File: config.mk
export PLATFORM = sky130hd
export DESIGN_NAME = if_fetch_unit_flat
export DESIGN_NICKNAME = d
export VERILOG_FILES = /design/src/rtl/if_fetch_unit_pkg.sv /design/src/rtl/if_fetch_unit_if.sv /design/src/rtl/if_fetch_unit_if_id_reg.sv /design/src/rtl/if_fetch_unit.sv /design/src/flat_wrapper.sv
export SDC_FILE = /design/constraint.sdc
export NUM_CORES = 1
export LEC_CHECK = 0
export ABC_AREA = 1
export CAP_MARGIN = 20
export CORE_ASPECT_RATIO = 1.2
export CORE_MARGIN = 2
export CORE_UTILIZATION = 47
export CTS_CLUSTER_DIAMETER = 120
export DETAILED_ROUTE_END_ITERATION = 10
export PLACE_DENSITY = 0.86
export RECOVER_POWER = 50
export SYNTH_ARGS = -nofsm -noshare
export SYNTH_HDL_FRONTEND = slang
export SYNTH_SLANG_ARGS = --single-unit
File: constraint.sdc
create_clock -name clk -period 1.8 [get_ports clk]
set_input_delay 0.27 -clock clk [delete_from_list [all_inputs] [get_ports clk]]
set_output_delay 0.27 -clock clk [all_outputs]
set_load 0.02 [all_outputs]
File: src/rtl/if_fetch_unit_pkg.sv
// Shared types and constants for the instruction-fetch stage.
package if_fetch_unit_pkg;

  typedef enum logic [1:0] {
    START   = 2'd0,
    FETCH   = 2'd1,
    HOLD    = 2'd2,
    DISCARD = 2'd3
  } fetch_state_t;

  localparam logic [31:0] FLUSH_INSTR_DEF = 32'h0000_0000;
  localparam logic [31:0] WORD_INC        = 32'd4;
  localparam logic [31:0] WORD_MASK       = 32'hFFFF_FFFC;

  function automatic logic [31:0] align_word(input logic [31:0] addr);
    return addr & WORD_MASK;
  endfunction

endpackage

File: src/rtl/if_fetch_unit_if.sv
// Instruction-memory request/acknowledge bus between fetch and memory.
interface if_fetch_unit_if;
  logic        imem_req;
  logic [31:0] imem_addr;
  logic        imem_ack;
  logic [31:0] imem_rdata;

  modport master (output imem_req, output imem_addr, input imem_ack, input imem_rdata);
  modport slave  (input imem_req, input imem_addr, output imem_ack, output imem_rdata);
endinterface

File: src/rtl/if_fetch_unit_if_id_reg.sv
// IF/ID pipeline register: flush beats load, load beats bubble, otherwise hold.
module if_id_reg
  import if_fetch_unit_pkg::*;
#(
  parameter logic [31:0] FLUSH_INSTR = FLUSH_INSTR_DEF
) (
  input  logic        clk,
  input  logic        rst,
  input  logic        load,
  input  logic        flush,
  input  logic        bubble,
  input  logic [31:0] next_instr,
  input  logic [31:0] next_pc,
  output logic [31:0] instruction,
  output logic [31:0] pc_out,
  output logic        valid
);

  always_ff @(posedge clk) begin
    if (rst) begin
      instruction <= FLUSH_INSTR;
      pc_out      <= '0;
      valid       <= 1'b0;
    end else if (flush) begin
      // pc_out deliberately kept so decode still sees the last real PC
      instruction <= FLUSH_INSTR;
      valid       <= 1'b0;
    end else if (load) begin
      instruction <= next_instr;
      pc_out      <= next_pc;
      valid       <= 1'b1;
    end else if (bubble) begin
      valid <= 1'b0;
    end
  end

endmodule

File: src/rtl/if_fetch_unit.sv
// Fetch stage: PC, variable-latency imem handshake, freeze buffer and branch redirect.
module if_fetch_unit
  import if_fetch_unit_pkg::*;
#(
  parameter logic [31:0] RESET_PC    = 32'h0000_0000,
  parameter logic [31:0] FLUSH_INSTR = FLUSH_INSTR_DEF
) (
  input  logic                   clk,
  input  logic                   rst,
  input  logic                   freeze,
  input  logic                   branch_taken,
  input  logic [31:0]            branch_address,
  if_fetch_unit_if.master        imem,
  output logic [31:0]            pc_out,
  output logic [31:0]            instruction,
  output logic                   valid
);

  fetch_state_t state;
  logic [31:0]  pc;
  logic         fetch_req;
  logic [31:0]  fetch_addr;
  logic [31:0]  buf_instr;
  logic [31:0]  buf_pc;
  logic [31:0]  target;
  logic [31:0]  addr_next;

  logic         load;
  logic         flush;
  logic         bubble;
  logic [31:0]  next_instr;
  logic [31:0]  next_pc;

  assign imem.imem_req  = fetch_req;
  assign imem.imem_addr = fetch_addr;
  assign target         = align_word(branch_address);
  assign addr_next      = fetch_addr + WORD_INC;

  always_comb begin
    flush      = branch_taken;
    load       = 1'b0;
    bubble     = 1'b0;
    next_instr = imem.imem_rdata;
    next_pc    = addr_next;
    case (state)
      FETCH: begin
        load   = !freeze && imem.imem_ack;
        bubble = !freeze && !imem.imem_ack;
      end
      HOLD: begin
        load       = !freeze;
        next_instr = buf_instr;
        next_pc    = buf_pc;
      end
      DISCARD: bubble = !freeze;
      default: ;
    endcase
  end

  always_ff @(posedge clk) begin
    if (rst) begin
      state      <= START;
      fetch_req  <= 1'b0;
      fetch_addr <= RESET_PC;
      pc         <= RESET_PC;
      buf_instr  <= FLUSH_INSTR;
      buf_pc     <= '0;
    end else begin
      case (state)
        START: begin
          state     <= FETCH;
          fetch_req <= 1'b1;
          if (branch_taken) begin
            pc         <= target;
            fetch_addr <= target;
          end else begin
            fetch_addr <= pc;
          end
        end
        FETCH: begin
          if (branch_taken) begin
            pc <= target;
            // without an ack the old request is still in flight and must be waited out
            if (imem.imem_ack) fetch_addr <= target;
            else               state      <= DISCARD;
          end else if (imem.imem_ack) begin
            pc <= addr_next;
            if (freeze) begin
              buf_instr <= imem.imem_rdata;
              buf_pc    <= addr_next;
              state     <= HOLD;
              fetch_req <= 1'b0;
            end else begin
              fetch_addr <= addr_next;
            end
          end
        end
        HOLD: begin
          if (branch_taken) begin
            pc         <= target;
            fetch_addr <= target;
            buf_instr  <= FLUSH_INSTR;
            buf_pc     <= '0;
            state      <= FETCH;
            fetch_req  <= 1'b1;
          end else if (!freeze) begin
            fetch_addr <= pc;
            state      <= FETCH;
            fetch_req  <= 1'b1;
          end
        end
        DISCARD: begin
          if (branch_taken) pc <= target;
          if (imem.imem_ack) begin
            fetch_addr <= branch_taken ? target : pc;
            state      <= FETCH;
          end
        end
        default: begin
          state     <= START;
          fetch_req <= 1'b0;
        end
      endcase
    end
  end

  if_id_reg #(
    .FLUSH_INSTR (FLUSH_INSTR)
  ) u_if_id (
    .clk         (clk),
    .rst         (rst),
    .load        (load),
    .flush       (flush),
    .bubble      (bubble),
    .next_instr  (next_instr),
    .next_pc     (next_pc),
    .instruction (instruction),
    .pc_out      (pc_out),
    .valid       (valid)
  );

endmodule
File: src/flat_wrapper.sv
// flat-port wrapper written by rule: the top's interface ports become plain ports
module if_fetch_unit_flat import if_fetch_unit_pkg::*;
#(
  parameter logic [31:0] RESET_PC    = 32'h0000_0000,
  parameter logic [31:0] FLUSH_INSTR = FLUSH_INSTR_DEF
)
  (clk, rst, freeze, branch_taken, branch_address, pc_out, instruction, valid, imem_imem_req, imem_imem_addr, imem_imem_ack, imem_imem_rdata);
  if_fetch_unit_if imem_i ();
  input  logic clk;
  input  logic rst;
  input  logic freeze;
  input  logic branch_taken;
  input  logic [31:0] branch_address;
  output logic [31:0] pc_out;
  output logic [31:0] instruction;
  output logic valid;
  output wire logic [$bits(imem_i.imem_req)-1:0] imem_imem_req;
  output wire logic [$bits(imem_i.imem_addr)-1:0] imem_imem_addr;
  input wire logic [$bits(imem_i.imem_ack)-1:0] imem_imem_ack;
  input wire logic [$bits(imem_i.imem_rdata)-1:0] imem_imem_rdata;
  assign imem_imem_req = imem_i.imem_req;
  assign imem_imem_addr = imem_i.imem_addr;
  assign imem_i.imem_ack = imem_imem_ack;
  assign imem_i.imem_rdata = imem_imem_rdata;
  if_fetch_unit #(.RESET_PC(RESET_PC), .FLUSH_INSTR(FLUSH_INSTR)) u_core (.clk(clk), .rst(rst), .freeze(freeze), .branch_taken(branch_taken), .branch_address(branch_address), .imem(imem_i), .pc_out(pc_out), .instruction(instruction), .valid(valid));
endmodule
=== Word level (Yosys, flattened, before mapping) ===
Cells that the tools add are included.

* Flip-flop bits (word level): 196
* Input bits: 69
* Word-level logic and storage cells: 80

* Multiplexer cells: 41
* Equality and inequality tests: 13
* Reduce and logical (&&, ||, !) cells: 15
* Bitwise operators: 1
* Add/sub/neg operators: 1

{| class="wikitable"
|+ Operators with widths
! operator !! number
|-
| 2-to-1 mux 32 bit || 19
|-
| one-hot mux 32 bit (2 select lines) || 3
|-
| one-hot mux 32 bit (4 select lines) || 1
|-
| adder 32 x 3 -> 32 bit (second input constant) || 1
|-
| != test 3 bit (second input constant) || 5
|-
| AND reduction 5 bit || 3
|-
| 2-to-1 mux 2 bit || 7
|-
| != test 2 bit (second input constant) || 5
|-
| one-hot mux 2 bit (4 select lines) || 1
|-
| 2-to-1 mux 1 bit || 7
|-
| equality test 2 bit (second input constant) || 2
|-
| one-hot mux 1 bit (2 select lines) || 2
|-
| AND reduction 4 bit || 1
|-
| nonzero test 2 bit || 2
|-
| one-hot mux 1 bit (3 select lines) || 1
|-
| nonzero test 3 bit || 1
|-
| OR reduction 3 bit || 1
|-
| equality test 2 x 1 -> 1 bit (second input constant) || 1
|-
| logical AND 1 bit || 2
|-
| logical NOT 1 bit || 2
|-
| logical NOT 2 bit || 1
|-
| AND reduction 2 bit || 1
|-
| OR reduction 2 bit || 1
|-
| inverter 1 bit || 1
|}

=== Depth between registers and ports, before layout ===
Gate-level depths: netlist (run 1).

* Depth in word-level cells: 5
* Gate-level depth with buffers: 12

=== Cells and area by module ===
Synthesis (run 1) repeated with hierarchy kept, for this count alone.

* Cells, all modules: 1466
* Area total of the unflattened synthesis: 9570.4 sq um

{| class="wikitable"
|+ Modules (own cells, without submodules)
! module !! cells an instance !! area an instance (sq um) !! instances
|-
| if_fetch_unit || 1115 || 7070.5 || 1
|-
| if_id_reg || 351 || 2499.9 || 1
|}

=== Worst setup path after synthesis (run 1) ===
No wires, ideal clock.

* Kind: reg-to-reg
* From: register u_core.state[1]
* To: register u_core.buf_instr[13]
* Setup time: 0.128 ns
* Path slack: -0.027 ns
* Path buffers: 2
* Arrival time: 1.699 ns
* Cell stages (with the launch flop): 11
* Cell sequence: dfxtp_1 > inv_1 > ha_1 > inv_2 > nor2_4 > inv_2 > o21ai_1 > a211oi_2 > buf_2 > clkbuf_1 > a21oi_1

* Longest elaborated chain between the ends: 3
* Elaborated cells on any way between the ends: 9

{| class="wikitable"
|+ Ends and longest elaborated chain
! element !! line !! source
|-
| start: declaration || if_fetch_unit.sv:19 || <nowiki>fetch_state_t state;</nowiki>
|-
| start signal: assignment || if_fetch_unit.sv:62 || <nowiki>state <= START;</nowiki>
|-
| start signal: assignment || if_fetch_unit.sv:71 || <nowiki>state <= FETCH;</nowiki>
|-
| start signal: assignment || if_fetch_unit.sv:85 || <nowiki>else state <= DISCARD;</nowiki>
|-
| equality test 2 x 1 -> 1 bit / equality test 2 bit (equally long branches) || if_fetch_unit.sv:69 || <nowiki>case (state)</nowiki>
|-
| != test 2 bit (no line) / nonzero test 2 bit (equally long branches) || -- ||
|-
| AND reduction 5 bit (no line) || -- ||
|-
| end signal: assignment || if_fetch_unit.sv:89 || <nowiki>buf_instr <= imem.imem_rdata;</nowiki>
|-
| end: declaration || if_fetch_unit.sv:23 || <nowiki>logic [31:0] buf_instr;</nowiki>
|}

Parallel ways exist; a longest one is shown, timed or not.
A chain may end at the register's enable or synchronous reset.

=== Worst setup path after layout (run 1) ===
* From: register u_core.state[1]
* To: register u_core.buf_pc[5]

* Longest elaborated chain between the ends: 3
* Elaborated cells on any way between the ends: 9

{| class="wikitable"
|+ Ends and longest elaborated chain
! element !! line !! source
|-
| equality test 2 x 1 -> 1 bit / equality test 2 bit (equally long branches) || if_fetch_unit.sv:69 ||
|-
| != test 2 bit (no line) / nonzero test 2 bit (equally long branches) || -- ||
|-
| AND reduction 5 bit (no line) || -- ||
|-
| end signal: assignment || if_fetch_unit.sv:90 || <nowiki>buf_pc <= addr_next;</nowiki>
|-
| end: declaration || if_fetch_unit.sv:24 || <nowiki>logic [31:0] buf_pc;</nowiki>
|}

Parallel ways exist; a longest one is shown, timed or not.

==> metrics.md, run 1 <==
| Metric | Value |
|---|---|
| Cell area after synthesis | 8879 µm² |
| Critical path arrival | 2.31 ns |
| Fillcell total | 1487 |
| Max frequency | 506.9 MHz |
| Number of hold violations in the final report | 0 |
| Mean instance size in the synthesized netlist | 6.904 µm² |
| Final setup margin | -0.1729 ns |
| Worst-case reg-to-reg path depth | 12 |
| R2R setup slack | -0.17 ns |
| Total of buffers placed on input and output ports | 164 |
| Final period utilization | 109.6% |
| Worst hold path type | input port to flip-flop |
| Final count of negative-setup-slack endpoints | 64 |
| Die extent in x | 129.5 µm |
| Slew at the pin closest to its max-slew limit | 0.5688 ns |
| Standard-cell row count | 55 |
| HPWL Detailed | 17770 µm |
| Number of global-route vias before repair | 8736 |
| Area enclosed by the die boundary | 20010 µm² |
| Number of nets with antenna violations after routing | 0 |
| Maximum fanout count along the critical path | 12 |
| Number of enable flip-flop cells after synthesis | 0 |
| H-tree depth | 4 |
| Number of nets in the final layout | 1574 |
| Total clock buffers created by CTS | 17 |
| Switching share of total power | 34.55% |
| Antenna Diode Count | 0 |
| Logic gate share of total power | 31.5% |
| Top-Level Pins | 167 |
| Crit path required time | 2.14 ns |
| Critical path class | flip-flop to flip-flop |
| Number of maximum-capacitance violations | 0 |
| Run status | finished, violations left |
| Initial drt markers | 958 |
| Worst setup path end | u_core.buf_pc[5] |
| Total track usage | 26.30% |
| Die height | 154.6 µm |
| Endpoint of the worst register-to-register path | u_core.buf_pc[5] |
| Final Max Slew Viols | 0 |
| Shortest period the worst path allows | 1.973 ns |
| Count of placed standard cells including taps | 1707 |
| Launch point of the worst path | u_core.state[1] |
| Post-detailed-routing wire length | 29250 µm |
| Initial cell density of the core | 47.43% |
| Clock latency at the later pin of the worst-skew pair | 0.44 ns |
| Via density per instance | 5.532 |
| Count of vias placed by the detailed router | 9781 |
| CTS tree | yes |
| Leakage power summed over all cells | 5.616 nW |
| Pwr per Cell Area | 1055 nW/µm² |
| DR WL/cell | 16.55 µm |
| Category of the worst setup path capture point | flip-flop |
| Total power draw | 0.01340 W |
| Nets in the synthesized netlist | 1360 |
| Placeable core region | 18720 µm² |
| CTS root buf | clkbuf_16 |
| Worst clock skew on the final layout | 0.01231 ns |
| Clock tree sinks | 196 |
| Mapped Cells | 1286 |
| Post-route core utilization | 67.83% |
| Violated checks | setup timing |
| Setup repair after global routing missed its margin | yes |
| VDD IR max | 0.0007257 V |
| Clock-pin slew of the registers on the worst-case setup and hold paths | 0.08 ns |
| Final estimated routing congestion in global placement | 0.9180 |
| Sequential fraction of the synthesis area | 44.19% |
| Layout cell share with drive strength beyond 1 | 16.40% |
| Psw | 0.004630 W |
| Final cell count without fillers | 1768 |
| Number of antenna violations at the first check in global routing | 0 |
| Critical path startpoint category | flip-flop |
| Global-route wire length before repair | 42610 µm |
| Drt first pass iters | 6 |
| R2r startpoint | u_core.state[1] |
| Slew HR | 62.08% |
| Flip-flop and latch count after synthesis | 196 |
| Commonest register cell after synthesis | dfxtp_1 |
| Maximum number of pins on one net before global-route repair | 75 |
| Cell-internal power | 0.008771 W |
| Area delta synth->final | 43.01% |
| Power share of the clock group | 28.2% |
| Launch point of the worst hold path | imem_imem_rdata[25] |
| Unique cell type count in the Yosys netlist | 26 |
| Grt total ovfl | 0 |
| Bufs on Longest Clock Path | 2 |
| Ys Warns | 0 |
| Async SR Flop Fraction | 0% |
| Post-detailed-route DRC marker count | 0 |
| Share of total power in sequential cells | 40.2% |
-- logic make-up (layout without fill, tap and decap cells) --
group / Yosys count / after routing / synth area share, %
and+or+nand+nor: 456 / 456 / 20.70
AOI/OAI and AO/OA: 408 / 408 / 23.89
buffers and inverters: 208 / 434 / 9.230
DFF: 196 / 196 / 44.19
xor gates and xnor gates: 13 / 13 / 1.282
adders and majority gates: 5 / 5 / 0.7046
-- layout make-up --
class                   count  area (µm²)  share of cell area [%]
multi-input cells         882        4464                   35.16
well taps                 256       320.3                   2.523
flip-flops and latches    196        3941                   31.04
repair buffers            279        2920                   23.00
clock inverters            14       147.6                   1.163
inverters                 124       478.0                   3.764
clock buffers              17       425.4                   3.350
-- per-layer routing --
| layer | vias to the layer above | global-route usage (%) | wire [µm] |
|---|---|---|---|
| met3 | 94 | 3.528 | 2561 |
| met5 | - | 0 | 0 |
| li1 | 4657 | - | - |
| met2 | 532 | 43.08 | 13980 |
| met1 | 4498 | 34.97 | 11650 |
| met4 | 0 | 10.65 | 1064 |
-- worst max-delay path, cell delays in order, from the launching register on --
cell	delay [ns]
dfxtp_2	0.34
inv_2	0.04
ha_4	0.17
inv_4	0.09
nor2_4	0.06
inv_2	0.10
o21ai_4	0.07
a211oi_4	0.27
buf_4	0.17
buf_12	0.14
buf_8	0.14
o21ai_1	0.08
a21oi_1	0.20
-- Yosys cell counts (3+ instances only) --
| cell | instances | area (µm²) |
|---|---|---|
| buf_2 | 22 | 110.1 |
| and2_1 | 4 | 25.02 |
| clkbuf_1 | 48 | 180.2 |
| a31oi_1 | 37 | 231.5 |
| buf_4 | 3 | 22.52 |
| nand2_1 | 294 | 1104 |
| a21oi_1 | 155 | 775.7 |
| inv_1 | 117 | 439.2 |
| xor2_1 | 13 | 113.9 |
| buf_1 | 11 | 41.29 |
| o21ai_1 | 64 | 320.3 |
| o21ai_0 | 141 | 705.7 |
| dfxtp_1 | 196 | 3924 |
| nor2_1 | 80 | 300.3 |
| o21bai_1 | 7 | 52.55 |
| ha_1 | 5 | 62.56 |
| inv_2 | 6 | 22.52 |
| nand3_1 | 75 | 375.4 |
-- power groups by stage --
stage / combinational (W) / sequential [W] / clock [W]
2_1_floorplan: 0.00172 / 0.00556 / 0
3_3_place_gp: 0.00326 / 0.00539 / 0
3_5_place_dp: 0.00334 / 0.00541 / 0
4_1_cts: 0.00361 / 0.00533 / 0.00379
5_1_grt: 0.00454 / 0.00545 / 0.00396
6_report: 0.00422 / 0.00539 / 0.00378
-- worst min path at each step --
stage          slack, ns              endpoint  cells after the start
4_1_cts             0.40  u_core.buf_instr[30]                      3
6_report            0.41  u_core.buf_instr[25]                      3
3_3_place_gp        0.44  u_core.imem.imem_req                      2
5_1_grt             0.42  u_core.buf_instr[25]                      3
2_1_floorplan       0.43   u_core.buf_instr[2]                      2
3_5_place_dp        0.45  u_core.imem.imem_req                      2
-- stage by stage --
step                      setup slack, ns  area (µm²)  TNS [ns]  hold slack [ns]
after floorplan                   0.01173        8880         0           0.4349
after global placement            -0.1835       11310    -15.86           0.4376
after detailed placement          -0.2554       11310    -22.61           0.4466
after CTS                        0.002674       12100         0           0.3988
after global routing              -0.2406       12700    -10.22           0.4166
final                             -0.1729       12700    -3.954           0.4071
-- repair_timing --
action | in CTS | in global routing
buffers inserted | 7 | 13
setup endpoints to repair | 83 | 171
hold buffers | 0 | 0
gates cloned | 4 | 11
pin swaps | 1 | 10
gates resized for setup | 38 | 138
-- flip-flops by register name, summed over array words and instances, names as in the netlist --
register	flops
u_core.buf_instr	32
u_core.buf_pc	32
u_core.imem.imem_addr	32
u_core.pc	32
u_core.u_if_id.instruction	32
u_core.u_if_id.pc_out	32
u_core.state	2
u_core.imem.imem_req	1
u_core.u_if_id.valid	1
-- cells in the final DEF, fill, tap and decap left out, drive strengths merged --
cell,count
a211oi,2
a21boi,1
a21oi,155
a31oi,37
and2,4
buf,107
bufinv,1
clkbuf,30
clkdlybuf4s50,140
clkinv,5
clkinvlp,3
dfxtp,196
dlygate4sd2,19
ha,5
inv,129
nand2,294
nand3,75
nor2,82
nor3,1
o211ai,1
o21ai,205
o21bai,7
xor2,13
(Power assumes the default switching activity.)
==> run 2: changes to the inputs <==
Settings changed: ABC_CLOCK_PERIOD_IN_PS from default to 1800.
==> results of run 2 <==
No change in the layout: final DEF, timing and power equal those of run 1.
==> run 3: changes to the inputs <==
Settings changed: ABC_CLOCK_PERIOD_IN_PS 1800 to 2200, CORE_UTILIZATION 47 to 52, PLACE_DENSITY 0.86 to 0.9.
Clock period 1.8 ns to 2.2 ns, I/O delays scaled along.
==> run 3 against run 2 <==
  * The run now ends clean
  * Clock power shrank 17%
  * Maximum frequency is 3.8% lower
  * Sequential share of layout area grew 3.3 points
  * Via count is 6.4% lower
  * Routed wire length shrank 14%
  * Flip-flop and latch count stayed put
  * Combinational power fell by 41%
  * First-iteration DRC count is 22% lower
  * Largest cell class unchanged
==> metrics.md, run 3 (synthesis gave the netlist of run 1 again) <==
| Metric | Value |
|---|---|
| Run status | completed (was finished, violations left) |
| Category of the worst setup path capture point | flip-flop (unchanged) |
| Grt total ovfl | 0 (unchanged) |
| Slew at the pin closest to its max-slew limit | 0.6557 ns (was 0.5688 ns) |
| Post-detailed-routing wire length | 25160 µm (was 29250 µm) |
| Final count of negative-setup-slack endpoints | 0 (was 64) |
| Critical path arrival | 2.35 ns (was 2.31 ns) |
| Most used cells in the layout excluding fill and tap cells | 294 x nand2_1, 195 x dfxtp_1, 155 x a21oi_1 (was 283 x nand2_1, 184 x dfxtp_1, 140 x clkdlybuf4s50_1) |
| Number of global-route vias before repair | 8485 (was 8736) |
| Highest-utilization routing layer at the global route stage | met2 (unchanged) |
| Met1 layer usage reported by global route | 36.09% (was 34.97%) |
| Total track usage | 27.54% (was 26.30%) |
| Global-route wire length before repair | 40560 µm (was 42610 µm) |
| H-tree depth | 4 (unchanged) |
| CTS root buf | clkbuf_16 (unchanged) |
| Number of nets in the final layout | 1491 (was 1574) |
| Die extent in x | 123.3 µm (was 129.5 µm) |
| Critical path startpoint category | flip-flop (unchanged) |
| Critical path class | flip-flop to flip-flop (unchanged) |
| GR Util met2 | 44.31% (was 43.08%) |
| Number of antenna violations at the first check in global routing | 0 (unchanged) |
| Number of nets with antenna violations after routing | 0 (unchanged) |
| Total clock buffers created by CTS | 17 (unchanged) |
| Pwr per Cell Area | 876.6 nW/µm² (was 1055 nW/µm²) |
| Via density per instance | 5.560 (was 5.532) |
| Final Max Slew Viols | 0 (unchanged) |
| Worst hold path type | flip-flop to flip-flop (was input port to flip-flop) |
| Final Hold Slack | 0.4589 ns (was 0.4071 ns) |
| Number of hold violations in the final report | 0 (unchanged) |
| Placeable core region | 16790 µm² (was 18720 µm²) |
| Cell area after placement | 10830 µm² (was 11310 µm²) |
| R2R setup slack | 0.15 ns (was -0.17 ns) |
| Crit path required time | 2.50 ns (was 2.14 ns) |
| Post-detailed-route DRC marker count | 0 (unchanged) |
| Final estimated routing congestion in global placement | 0.8915 (was 0.9180) |
| Number of maximum-capacitance violations | 0 (unchanged) |
| Shortest period the worst path allows | 2.052 ns (was 1.973 ns) |
| Count of vias placed by the detailed router | 9151 (was 9781) |
| Die height | 147.1 µm (was 154.6 µm) |
| Slew HR | 56.29% (was 62.08%) |
| Final cell count without fillers | 1646 (was 1768) |
| Summed negative setup slack over all endpoints | 0 ns (was -3.954 ns) |
| Max frequency | 487.4 MHz (was 506.9 MHz) |
| Final period utilization | 93.25% (was 109.6%) |
| Setup repair after global routing missed its margin | no (was yes) |
| Fillcell total | 1378 (was 1487) |
| Total power draw | 0.01002 W (was 0.01340 W) |
| Layout cell share with drive strength beyond 1 | 5.734% (was 16.40%) |
| Area enclosed by the die boundary | 18140 µm² (was 20010 µm²) |
| Initial drt markers | 749 (was 958) |
| Met3 Usage GRT | 4.464% (was 3.528%) |
| Clock latency at the later pin of the worst-skew pair | 0.44 ns (about the same) |
| Bufs on Longest Clock Path | 2 (unchanged) |
| Worst clock skew on the final layout | 0.009530 ns (was 0.01231 ns) |
| Initial cell density of the core | 52.89% (was 47.43%) |
| Post-route cell area | 11430 µm² (was 12700 µm²) |
| Maximum number of pins on one net before global-route repair | 102 (was 75) |
| Clock tree sinks | 196 (unchanged) |
| Leading cell type in the layout, fill and taps excluded | nand2_1 (unchanged) |
| HPWL Detailed | 17220 µm (was 17770 µm) |
| Standard-cell row count | 52 (was 55) |
| Area delta synth->final | 28.71% (was 43.01%) |
| Count of placed standard cells including taps | 1614 (was 1707) |
| VDD IR max | 0.0005754 V (was 0.0007257 V) |
| Antenna Diode Count | 0 (unchanged) |
| Top-Level Pins | 167 (unchanged) |
| Leakage power summed over all cells | 5.313 nW (was 5.616 nW) |
| Clock-pin slew of the registers on the worst-case setup and hold paths | 0.08 ns (about the same) |
| Drt first pass iters | 5 (was 6) |
| DR WL/cell | 15.28 µm (was 16.55 µm) |
| Maximum fanout count along the critical path | 64 (was 12) |
| Total of buffers placed on input and output ports | 164 (unchanged) |
| CTS tree | yes (unchanged) |
run 3: cell types whose count changed in the layout (fill, tap and decap cells not counted), sizes merged, moves of 3 or more:
| cell | delta |
|---|---|
| dlygate4sd3 | +98 |
| buf | -78 |
| clkdlybuf4s50 | -74 |
| dlygate4sd2 | -19 |
| clkbuf | -9 |
| clkinv | +4 |
| clkinvlp | -3 |
run 3: stage by stage:
stage	setup WS (ns)	util, %
after floorplan	0.3731	-
after global routing	0.008545	68.08
after detailed placement	0.05698	64.50
after global placement	0.1437	64.50
after CTS	0.1223	68.10
final	0.1485	68.08
run 3: worst max-delay path, cell delays in order (launching register included):
cell,delay [ns]
dfxtp_1,0.42
inv_1,0.07
ha_2,0.24
inv_2,0.22
o21ai_1,0.11
nand3_1,0.16
clkinv_1,0.14
buf_12,0.20
o21ai_0,0.23
a31oi_1,0.09
run 3: metal layers:
layer	part of all wire (%)	routed length [µm]
met3	7.0	1760
met4	2.8	708
met2	47	11930
met5	0	0
met1	43	10760
run 3: cell type report:
type	instances	area [µm²]	area share, %
multi-input combinational	882	4158	36.38
inverter	124	467.9	4.095
tap	216	270.3	2.365
sequential	196	3925	34.35
clock buffer	18	439.2	3.843
clock inverter	14	165.2	1.445
timing repair buffer	196	2002	17.52
run 3: what timing repair did:
item	in CTS	in global routing
resized for setup	0	7
endpoints found under the hold margin	0	0
setup buffers	0	0
endpoints found under the setup margin	0	25
hold buffers	0	0
run 3: path summary, 6_finish.rpt:
check	startpoint	end	depth (start not counted)
worst min register to register	u_core.imem.imem_req	u_core.imem.imem_req	2
worst max-delay path	u_core.state[0]	u_core.u_if_id.instruction[14]	9
worst max register to register	u_core.state[0]	u_core.u_if_id.instruction[14]	9
worst min-delay path	u_core.imem.imem_req	u_core.imem.imem_req	2
run 3: power breakdown:
part           switching, W  total (W)  internal [W]
clock               0.00156    0.00312       0.00156
sequential         0.000358    0.00439       0.00403
combinational       0.00155    0.00251      0.000956
